--- config.mk ---
export PLATFORM = sky130hd
export DESIGN_NAME = spi_accel_responder
export DESIGN_NICKNAME = d
export VERILOG_FILES = /design/src/rtl/spi_accel_pkg.sv /design/src/rtl/spi_in_sync.sv /design/src/rtl/spi_accel_responder.sv
export SDC_FILE = /design/constraint.sdc
export NUM_CORES = 1
export LEC_CHECK = 0
export ABC_AREA = 1
export CAP_MARGIN = 20
export CORE_UTILIZATION = 45
export CTS_CLUSTER_SIZE = 12
export DETAILED_ROUTE_END_ITERATION = 10
export PLACE_DENSITY = 0.7
export SYNTH_ARGS = -nofsm -noshare
export SYNTH_HDL_FRONTEND = slang
export SYNTH_SLANG_ARGS = --single-unit
--- constraint.sdc ---
create_clock -name clk -period 7.35 [get_ports clk]
set_clock_uncertainty 0.15 [all_clocks]
set_input_delay 1.1025 -clock clk [delete_from_list [all_inputs] [get_ports clk]]
set_output_delay 1.1025 -clock clk [all_outputs]
set_load 0.005 [all_outputs]
--- src/rtl/spi_accel_pkg.sv ---
// rtl/spi_accel_pkg.sv - Command codes, register addresses and FSM states for the accelerometer responder
package spi_accel_pkg;

  localparam logic [7:0] CMD_RD = 8'h0B;
  localparam logic [7:0] CMD_WR = 8'h0A;
  localparam logic [7:0] DEVID  = 8'hAD;

  localparam logic [7:0] ADDR_DEVID     = 8'h00;
  localparam logic [7:0] ADDR_PART_ID   = 8'h01;
  localparam logic [7:0] ADDR_STATUS    = 8'h0B;
  localparam logic [7:0] ADDR_X_L       = 8'h0E;
  localparam logic [7:0] ADDR_X_H       = 8'h0F;
  localparam logic [7:0] ADDR_Y_L       = 8'h10;
  localparam logic [7:0] ADDR_Y_H       = 8'h11;
  localparam logic [7:0] ADDR_Z_L       = 8'h12;
  localparam logic [7:0] ADDR_Z_H       = 8'h13;
  localparam logic [7:0] ADDR_BANK_LO   = 8'h20;
  localparam logic [7:0] ADDR_BANK_HI   = 8'h2F;
  localparam logic [7:0] ADDR_POWER_CTL = 8'h2D;

  typedef enum logic [2:0] {
    ST_IDLE,
    ST_CMD,
    ST_ADDR,
    ST_RD,
    ST_WR,
    ST_IGNORE
  } state_t;

endpackage

--- src/rtl/spi_in_sync.sv ---
// rtl/spi_in_sync.sv - Synchronizes sck/cs_n/mosi into clk and detects sck and cs_n edges
module spi_in_sync #(
  parameter int SYNC_STAGES = 2
) (
  input  logic clk,
  input  logic reset_n,
  input  logic sck,
  input  logic cs_n,
  input  logic mosi,
  output logic sck_rise,
  output logic sck_fall,
  output logic cs_fall,
  output logic cs_rise,
  output logic mosi_s,
  output logic cs_s
);

  logic [SYNC_STAGES-1:0] r_sck_sync;
  logic [SYNC_STAGES-1:0] r_cs_sync;
  logic [SYNC_STAGES-1:0] r_mosi_sync;
  logic                   r_sck_hist;
  logic                   r_cs_hist;
  logic                   w_sck_s;

  // cs_n resets high so leaving reset never looks like a select
  always_ff @(posedge clk or negedge reset_n) begin
    if (!reset_n) begin
      r_sck_sync  <= '0;
      r_cs_sync   <= '1;
      r_mosi_sync <= '0;
      r_sck_hist  <= 1'b0;
      r_cs_hist   <= 1'b1;
    end else begin
      r_sck_sync  <= {r_sck_sync[SYNC_STAGES-2:0], sck};
      r_cs_sync   <= {r_cs_sync[SYNC_STAGES-2:0], cs_n};
      r_mosi_sync <= {r_mosi_sync[SYNC_STAGES-2:0], mosi};
      r_sck_hist  <= w_sck_s;
      r_cs_hist   <= cs_s;
    end
  end

  assign w_sck_s  = r_sck_sync[SYNC_STAGES-1];
  assign cs_s     = r_cs_sync[SYNC_STAGES-1];
  assign mosi_s   = r_mosi_sync[SYNC_STAGES-1];
  assign sck_rise = w_sck_s & ~r_sck_hist;
  assign sck_fall = ~w_sck_s & r_sck_hist;
  assign cs_fall  = ~cs_s & r_cs_hist;
  assign cs_rise  = cs_s & ~r_cs_hist;

endmodule

--- src/rtl/spi_accel_responder.sv ---
// rtl/spi_accel_responder.sv - SPI mode-0 tri-axis accelerometer responder with register map and sample snapshots
module spi_accel_responder #(
  parameter logic [7:0] PART_ID      = 8'hF2,
  parameter int         SYNC_STAGES  = 2,
  parameter int         MIN_SCK_HALF = 4
) (
  input  logic        clk,
  input  logic        reset_n,
  input  logic        sck,
  input  logic        cs_n,
  input  logic        mosi,
  output logic        miso,
  output logic        miso_oe,
  input  logic [15:0] sample_x,
  input  logic [15:0] sample_y,
  input  logic [15:0] sample_z,
  input  logic        sample_valid,
  output logic [7:0]  cfg_power_ctl,
  output logic        wr_strobe,
  output logic [7:0]  wr_addr,
  output logic [7:0]  wr_data,
  output logic        busy,
  output logic        err_cmd
);
  import spi_accel_pkg::*;

  if (SYNC_STAGES < 2 || MIN_SCK_HALF < 2) begin : g_param_check
    $error("spi_accel_responder needs SYNC_STAGES >= 2 and MIN_SCK_HALF >= 2");
  end

  logic w_sck_rise, w_sck_fall, w_cs_fall, w_cs_rise, w_mosi_s, w_cs_s;

  spi_in_sync #(.SYNC_STAGES(SYNC_STAGES)) u_sync (
    .clk      (clk),
    .reset_n  (reset_n),
    .sck      (sck),
    .cs_n     (cs_n),
    .mosi     (mosi),
    .sck_rise (w_sck_rise),
    .sck_fall (w_sck_fall),
    .cs_fall  (w_cs_fall),
    .cs_rise  (w_cs_rise),
    .mosi_s   (w_mosi_s),
    .cs_s     (w_cs_s)
  );

  state_t      r_state, w_next_state;
  logic [6:0]  r_shift;
  logic [2:0]  r_bit_cnt;
  logic        r_cmd_wr;
  logic [7:0]  r_addr;
  logic [7:0]  r_tx_byte;
  logic        r_miso, r_miso_oe;
  logic        r_axis_read;
  logic        r_err_cmd;
  logic        r_wr_strobe;
  logic [7:0]  r_wr_addr, r_wr_data;
  logic [15:0] r_live_x, r_live_y, r_live_z;
  logic [15:0] r_shadow_x, r_shadow_y, r_shadow_z;
  logic        r_data_ready;
  logic [7:0]  r_bank [16];

  logic [7:0]  w_byte;
  logic        w_byte_done;
  logic [7:0]  w_addr_next;

  assign w_byte      = {r_shift, w_mosi_s};
  assign w_byte_done = w_sck_rise && (r_bit_cnt == 3'd7);
  assign w_addr_next = r_addr + 8'd1;

  function automatic logic is_writable(input logic [7:0] a);
    return (a >= ADDR_BANK_LO) && (a <= ADDR_BANK_HI);
  endfunction

  function automatic logic is_axis(input logic [7:0] a);
    return (a >= ADDR_X_L) && (a <= ADDR_Z_H);
  endfunction

  // Axis bytes always come from the shadow so a burst is coherent
  function automatic logic [7:0] reg_read(input logic [7:0] a);
    logic [7:0] v;
    v = 8'h00;
    case (a)
      ADDR_DEVID:   v = DEVID;
      ADDR_PART_ID: v = PART_ID;
      ADDR_STATUS:  v = {7'd0, r_data_ready};
      ADDR_X_L:     v = r_shadow_x[7:0];
      ADDR_X_H:     v = r_shadow_x[15:8];
      ADDR_Y_L:     v = r_shadow_y[7:0];
      ADDR_Y_H:     v = r_shadow_y[15:8];
      ADDR_Z_L:     v = r_shadow_z[7:0];
      ADDR_Z_H:     v = r_shadow_z[15:8];
      default:      if (is_writable(a)) v = r_bank[a[3:0]];
    endcase
    return v;
  endfunction

  always_ff @(posedge clk or negedge reset_n) begin
    if (!reset_n) r_state <= ST_IDLE;
    else          r_state <= w_next_state;
  end

  always_comb begin
    w_next_state = r_state;
    if (w_cs_rise) begin
      w_next_state = ST_IDLE;
    end else begin
      case (r_state)
        ST_IDLE: if (w_cs_fall) w_next_state = ST_CMD;
        ST_CMD: begin
          if (w_byte_done) begin
            if (w_byte == CMD_RD || w_byte == CMD_WR) w_next_state = ST_ADDR;
            else                                      w_next_state = ST_IGNORE;
          end
        end
        ST_ADDR: begin
          if (w_byte_done) begin
            if (r_cmd_wr) w_next_state = ST_WR;
            else          w_next_state = ST_RD;
          end
        end
        default: w_next_state = r_state;
      endcase
    end
  end

  always_ff @(posedge clk or negedge reset_n) begin
    if (!reset_n) begin
      r_shift      <= '0;
      r_bit_cnt    <= '0;
      r_cmd_wr     <= 1'b0;
      r_addr       <= '0;
      r_tx_byte    <= '0;
      r_miso       <= 1'b0;
      r_miso_oe    <= 1'b0;
      r_axis_read  <= 1'b0;
      r_err_cmd    <= 1'b0;
      r_wr_strobe  <= 1'b0;
      r_wr_addr    <= '0;
      r_wr_data    <= '0;
      r_live_x     <= '0;
      r_live_y     <= '0;
      r_live_z     <= '0;
      r_shadow_x   <= '0;
      r_shadow_y   <= '0;
      r_shadow_z   <= '0;
      r_data_ready <= 1'b0;
      for (int i = 0; i < 16; i++) r_bank[i] <= '0;
    end else begin
      r_wr_strobe <= 1'b0;
      if (sample_valid) begin
        r_live_x <= sample_x;
        r_live_y <= sample_y;
        r_live_z <= sample_z;
      end
      // A new sample in the same cycle as the clearing cs_n rise keeps DATA_READY set
      if (sample_valid)                   r_data_ready <= 1'b1;
      else if (w_cs_rise && r_axis_read)  r_data_ready <= 1'b0;

      if (w_cs_rise) begin
        r_miso_oe <= 1'b0;
        r_miso    <= 1'b0;
        r_bit_cnt <= '0;
      end else begin
        case (r_state)
          ST_IDLE: begin
            if (w_cs_fall) begin
              r_shadow_x  <= r_live_x;
              r_shadow_y  <= r_live_y;
              r_shadow_z  <= r_live_z;
              r_bit_cnt   <= '0;
              r_miso_oe   <= 1'b1;
              r_miso      <= 1'b0;
              r_axis_read <= 1'b0;
            end
          end
          ST_CMD: begin
            if (w_sck_rise) begin
              r_shift   <= w_byte[6:0];
              r_bit_cnt <= r_bit_cnt + 3'd1;
              if (w_byte_done) begin
                if (w_byte == CMD_WR)      r_cmd_wr  <= 1'b1;
                else if (w_byte == CMD_RD) r_cmd_wr  <= 1'b0;
                else                       r_err_cmd <= 1'b1;
              end
            end
          end
          ST_ADDR: begin
            if (w_sck_rise) begin
              r_shift   <= w_byte[6:0];
              r_bit_cnt <= r_bit_cnt + 3'd1;
              if (w_byte_done) begin
                r_addr    <= w_byte;
                r_tx_byte <= reg_read(w_byte);
              end
            end
          end
          ST_WR: begin
            if (w_sck_rise) begin
              r_shift   <= w_byte[6:0];
              r_bit_cnt <= r_bit_cnt + 3'd1;
              if (w_byte_done) begin
                if (is_writable(r_addr)) r_bank[r_addr[3:0]] <= w_byte;
                r_wr_strobe <= 1'b1;
                r_wr_addr   <= r_addr;
                r_wr_data   <= w_byte;
                r_addr      <= w_addr_next;
              end
            end
          end
          ST_RD: begin
            // The 8th fall puts bit0 out and preloads the next byte for the following fall
            if (w_sck_fall) begin
              r_miso    <= r_tx_byte[7];
              r_bit_cnt <= r_bit_cnt + 3'd1;
              if (r_bit_cnt == 3'd7) begin
                if (is_axis(r_addr)) r_axis_read <= 1'b1;
                r_addr    <= w_addr_next;
                r_tx_byte <= reg_read(w_addr_next);
              end else begin
                r_tx_byte <= {r_tx_byte[6:0], 1'b0};
              end
            end
          end
          default: ;
        endcase
      end
    end
  end

  assign miso          = r_miso;
  assign miso_oe       = r_miso_oe;
  assign cfg_power_ctl = r_bank[ADDR_POWER_CTL[3:0]];
  assign wr_strobe     = r_wr_strobe;
  assign wr_addr       = r_wr_addr;
  assign wr_data       = r_wr_data;
  assign busy          = ~w_cs_s;
  assign err_cmd       = r_err_cmd;

endmodule

# ---- After elaboration in Yosys (flattened, before gate mapping)
# Index checks and enable logic that the tools add are counted.
dict set report word_totals {
  register_bits 284
  inputBits 54
  out_inout_bits 29
  word_cells 195
}
dict set report op_classes {
  n_addsub 2
  order_cmp 12
  n_eq_ne 35
  n_mux 56
  bitwise 14
  n_reduce_logical 35
}
# cell count
set ops {}
lappend ops {{8-bit case mux with 9 select lines} 2}
lappend ops {{8-bit two-way mux} 17}
lappend ops {{128-bit bitwise mux} 1}
lappend ops {{8-bit binary-select mux with 4-bit select} 2}
lappend ops {{8-bit by 5-bit == test with 1-bit output (second input constant)} 8}
lappend ops {{8-bit by 4-bit == test with 1-bit output (second input constant)} 7}
lappend ops {{8-bit demux with 4-bit select} 1}
lappend ops {{3-bit two-way mux} 10}
lappend ops {{8-bit by 6-bit greater-or-equal comparator with 1-bit output (second input constant)} 3}
lappend ops {{8-bit by 6-bit less-or-equal comparator with 1-bit output (second input constant)} 3}
lappend ops {{8-bit case mux with 3 select lines} 1}
lappend ops {{3-bit case mux with 3 select lines} 2}
lappend ops {{1-bit two-way mux} 17}
lappend ops {{8-bit by 1-bit == test with 1-bit output (second input constant)} 2}
lappend ops {{8-bit logical NOT} 2}
lappend ops {{8-bit case mux with 2 select lines} 1}
lappend ops {{5-bit greater-or-equal comparator (second input constant)} 3}
lappend ops {{4-bit inverter with 5-bit output} 3}
lappend ops {{5-bit AND reduction} 3}
lappend ops {{2-bit != test (second input constant)} 6}
lappend ops {{4-bit AND reduction} 3}
lappend ops {{6-bit AND reduction} 2}
lappend ops {{2-bit nonzero test} 6}
lappend ops {{3-bit AND reduction} 3}
lappend ops {{other kinds (23)} 46}

# ---- Depth between registers and ports, before layout
dict set report logic_depth {
  depth_word 10
  ltp_mapped 17
  mapped_depth_nobuf 16
}

# ---- Cells and area by module
# Synthesis repeated with hierarchy kept, for this count alone.
dict set report unflattened {
  cells_unflattened 1815
  area_unflattened_um2 14572.7
}
# mod instances cells_each area_per_inst_um2
set modules_own_cells {}
lappend modules_own_cells {spi_accel_responder 1 1799 14338.8}
lappend modules_own_cells {spi_in_sync 1 16 234.0}

# ---- Worst setup path after synthesis
# OpenSTA, ideal clock, no wires.
dict set report synth_path {
  path_kind {register to register}
  from {reg r_addr[0]}
  to {reg r_tx_byte[6]}
  setup_ps 77
  t_arrival_ps 2271
  required_time_ps 7123
  path_slack_ps 4851
  stages_incl_launch_ff 16
  path_buffers 4
  period_less_slack_ps 2499
  path_cell_list {dfrtp_1 > buf_4 > inv_2 > buf_1 > ha_1 > buf_2 > buf_1 > a21oi_1 > o21ai_0 > nand3_1 > nand3_1 > nand2_1 > nand2_1 > nand3_1 > nand3_1 > a21oi_1}
}
dict set report synth_via {
  elab_chain_cells 10
}
# item line_no
set synth_rtl {}
lappend synth_rtl {{start: declaration} spi_accel_responder.sv:51} ;# logic [7:0] r_addr;
lappend synth_rtl {{start signal: assignment} spi_accel_responder.sv:193} ;# r_addr <= w_byte;
lappend synth_rtl {{start signal: assignment} spi_accel_responder.sv:207} ;# r_addr <= w_addr_next;
lappend synth_rtl {{start signal: assignment} spi_accel_responder.sv:218} ;# r_addr <= w_addr_next;
lappend synth_rtl {{8-bit by 1-bit adder with 8-bit output (*)} spi_accel_responder.sv:69} ;# assign w_addr_next = r_addr + 8'd1;
lappend synth_rtl {{4-bit inverter with 5-bit output (implied by the code)} spi_accel_responder.sv:93} ;# default: if (is_writable(a)) v = r_bank[a[3:0]];
lappend synth_rtl {{8-bit binary-select mux with 4-bit select} spi_accel_responder.sv:93}
lappend synth_rtl {{8-bit two-way mux (implied by the code) (2 in a row)} spi_accel_responder.sv:93}
lappend synth_rtl {{8-bit two-way mux} spi_accel_responder.sv:93}
lappend synth_rtl {{8-bit case mux with 9 select lines (*)} spi_accel_responder.sv:83} ;# case (a)
lappend synth_rtl {{8-bit two-way mux (*)} spi_accel_responder.sv:216} ;# if (r_bit_cnt == 3'd7) begin
lappend synth_rtl {{8-bit two-way mux (*)} spi_accel_responder.sv:213} ;# if (w_sck_fall) begin
lappend synth_rtl {{8-bit case mux with 2 select lines (*)} spi_accel_responder.sv:165} ;# case (r_state)
lappend synth_rtl {{end signal: assignment} spi_accel_responder.sv:194} ;# r_tx_byte <= reg_read(w_byte);
lappend synth_rtl {{end signal: assignment} spi_accel_responder.sv:219} ;# r_tx_byte <= reg_read(w_addr_next);
lappend synth_rtl {{end signal: assignment} spi_accel_responder.sv:221} ;# r_tx_byte <= {r_tx_byte[6:0], 1'b0};
lappend synth_rtl {{end: declaration} spi_accel_responder.sv:52} ;# logic [7:0] r_tx_byte;
# Every way passes the cells marked *; elsewhere a longest branch is shown, timed or not. The select of a mux whose other input is x is not followed.
# A chain may end at the register's enable or synchronous reset.

# ---- Worst setup path after layout
dict set report layout_path {
  from {reg r_addr[0]}
  to {reg r_tx_byte[5]}
}
# Same word-level chain as after synthesis.

==> flow_summary.yaml <==
status:
  status: "finished clean"
yosys:
  synth-edff-count: 0
  syn_inst: 1839
  synth_top_area_cell: "dfrtp_1"
  ys_warn_count: 0
  async_flop_share: 1.00
  ys_seq_area_frac: 0.488
  yosys-top-cells-area: "dfrtp_1, nand2_1, o21ai_0"
  synth_top_area_share: 0.482
  ys_seq_elements: 284
  synth_flop_cell: "dfrtp_1"
  netlist_area_sq_um: 14600
  syn-num-nets: 1902
  syn_area_per_cell_sq_um: 7.93
  ys_types: 42
timing:
  period_share: 0.500
  slew_headroom: 0.272
  finalSetupViolations: 0
  holdWs_ps: 196
  final.min_clock_period_ps: 3680
  drv_slew: 0
  max_freq_mhz: 272
  hold_viol: 0
  worst_pin_slew_ps: 1090
  rsz0062_at_grt: "false"
  tns_ps: 0
clock_network:
  cts-htree-levels: 2
  cts_buffers: 34
  hold_buffers: 0
  cts_setup_buffers: 0
  clock-sinks: 284
  cts_tree: "built"
  root_buffer: "clkbuf_16"
  path_clk_slew_ps: 60
  cts-resized-gates: 0
  clk_latency_ps: 520
  cts_buffer_depth: 3
route:
  first_pass_iters: 5
  drtIter0Drc: 1491
  postRouteAntennaNets: 0
  vias: 13100
  avgViaCountPerCell: 5.73
  drc_errors: 0
  wirelength_microns: 44400
  routedWlPerCell_microns: 19.4
final_layout:
  area_growth_pct: 13.9
  nNetsFinal: 1928
  diodes: 0
  fin_area_sq_um: 16600
  final_util: 0.524
  drive_gt1_frac: 0.0879
worst_setup_path:
  worstPathArrival_ps: 3970
  startpoint_type: "register"
  endpoint_kind: "register"
  critPathMaxFanout: 75
  path_class: "reg2reg"
  critPathRequiredTime_ps: 7640
power_and_ir_drop:
  ir_drop_v: 0.000156
  p_leak_nw: 7.52
  power_per_cell_area_nw_per_um2: 325
  p_total_mw: 5.40
floorplan:
  rows: 65
  core-area_sq_um: 31700
  die_y_microns: 182
  io_pins: 83
  die_area_sq_um: 33100
  die_width_microns: 182
  start_util: 0.460
global_route:
  antenna_found_initial: 0
  grt_max_degree: 188
  grt_pass1_wl_microns: 70500
  grt_overflow: 0
  grt_pass1_vias: 12300
  grt_use_total: 0.272
run:
  cap_viol_max_count: 0
placement:
  place_congestion: 1.04
  port_buffers: 82
  postPlaceCellArea_sq_um: 15400
  hpwl_microns: 30600
worst_hold_path:
  min_path_type: "reg2reg"
-- routing by layer --
layer / global-route usage / wire length, microns
met5: 0 / 0
met4: 0.115 / 1880
met2: 0.394 / 18900
met3: 0.0477 / 3730
met1: 0.400 / 19900
-- final cells by class --
| type | count | area (sq um) |
|---|---|---|
| clock buffers | 45 | 942 |
| clock inverters | 14 | 226 |
| fillers | 2995 | 15100 |
| inverters | 112 | 423 |
| multi-input cells | 1336 | 6420 |
| flip-flops and latches | 284 | 7110 |
| well taps | 402 | 503 |
| repair buffers | 97 | 983 |
-- cell usage after synthesis (all sizes together), types with 3 or more instances --
master and count:
o22ai 66, buf 57, o21ai 284, a21oi 52, nand3 112, o211ai 10
dfrtp 281, nor3 15, ha 9, a22oi 7, inv 109, nand4 29
nand2 612, dfstp 3, clkinv 3, clkbuf 49, nor2 129
-- stage by stage --
step                      cells  setup slack [ps]
after floorplan            1839              4850
after global placement     2228              3820
after detailed placement   2228              3780
after CTS                  2287              3750
after global routing       2290              3490
final                      2290              3670
-- cell families after synthesis --
kind of cell	count (synthesis)	share of synthesized area
AOI/OAI and AO/OA	426	0.165
muxes	2	0.00154
adders and majority gates	9	0.00772
DFF	284	0.488
and+or+nand+nor	899	0.266
buffers and inverters	219	0.0723
-- path summary, 6_finish.rpt --
| path | start | end | slack, ps | cells past startpoint |
|---|---|---|---|---|
| max in group asynchronous | reset_n | r_addr[0] | 5080 | 2 |
| max | r_addr[0] | r_tx_byte[5] | 3670 | 12 |
| min in group asynchronous | reset_n | r_bank[14] | 440 | 1 |
| max reg2reg | r_addr[0] | r_tx_byte[5] | 3670 | 12 |
| min reg2reg | u_sync.r_sck_sync[0] | u_sync.r_sck_sync[1] | 200 | 0 |
| min | u_sync.r_sck_sync[0] | u_sync.r_sck_sync[1] | 200 | 0 |
-- critical path, stage by stage, from the launching register on --
cell and delay [ps]:
dfrtp_2 370, buf_4 590, ha_1 320, nand2_1 60, nand2_1 400, nand3_2 180, nor2_1 700, o21ai_1 270
o21ai_0 140, nor2_1 70, nand3_1 80, nand3_1 90, a21oi_1 150
-- layout by cell type (no fill, tap or decap), types with 3 or more instances in the layout --
cell | netlist | final
nand2_1 | 589 | 589
dfrtp_1 | 281 | 280
o21ai_0 | 147 | 147
nor2_1 | 112 | 112
nand3_1 | 105 | 105
o21ai_1 | 104 | 104
inv_1 | 102 | 102
clkdlybuf4s50_1 | 0 | 81
o22ai_1 | 66 | 66
a21oi_1 | 52 | 52
clkbuf_16 | 0 | 34
o21ai_2 | 33 | 33
nand4_1 | 28 | 28
nand2_2 | 18 | 18
nor3_1 | 14 | 14
buf_4 | 13 | 11
o211ai_1 | 10 | 10
nor2_4 | 9 | 9
ha_1 | 9 | 9
a22oi_1 | 7 | 7
inv_2 | 6 | 6
nor2_2 | 6 | 6
nand3_2 | 6 | 6
clkbuf_1 | 49 | 6
nand2_4 | 5 | 5
clkbuf_8 | 0 | 5
bufinv_16 | 0 | 5
clkinv_1 | 3 | 3
dfstp_2 | 3 | 3
-- report_power, final --
group	switching (mW)	internal [mW]	total [mW]
clock	0.668	1.08	1.75
combinational	1.24	0.471	1.71
sequential	0.175	1.77	1.94
total	2.08	3.32	5.40
-- state kept, by name, summed over array words and instances, names as in the netlist, 16 cells and up --
signal and flops:
r_live_y 16, r_bank 120, r_shadow_z 16, r_shadow_y 16, r_live_x 16, r_live_z 16
r_shadow_x 16
No activity file was read; power rests on OpenSTA's default activity.
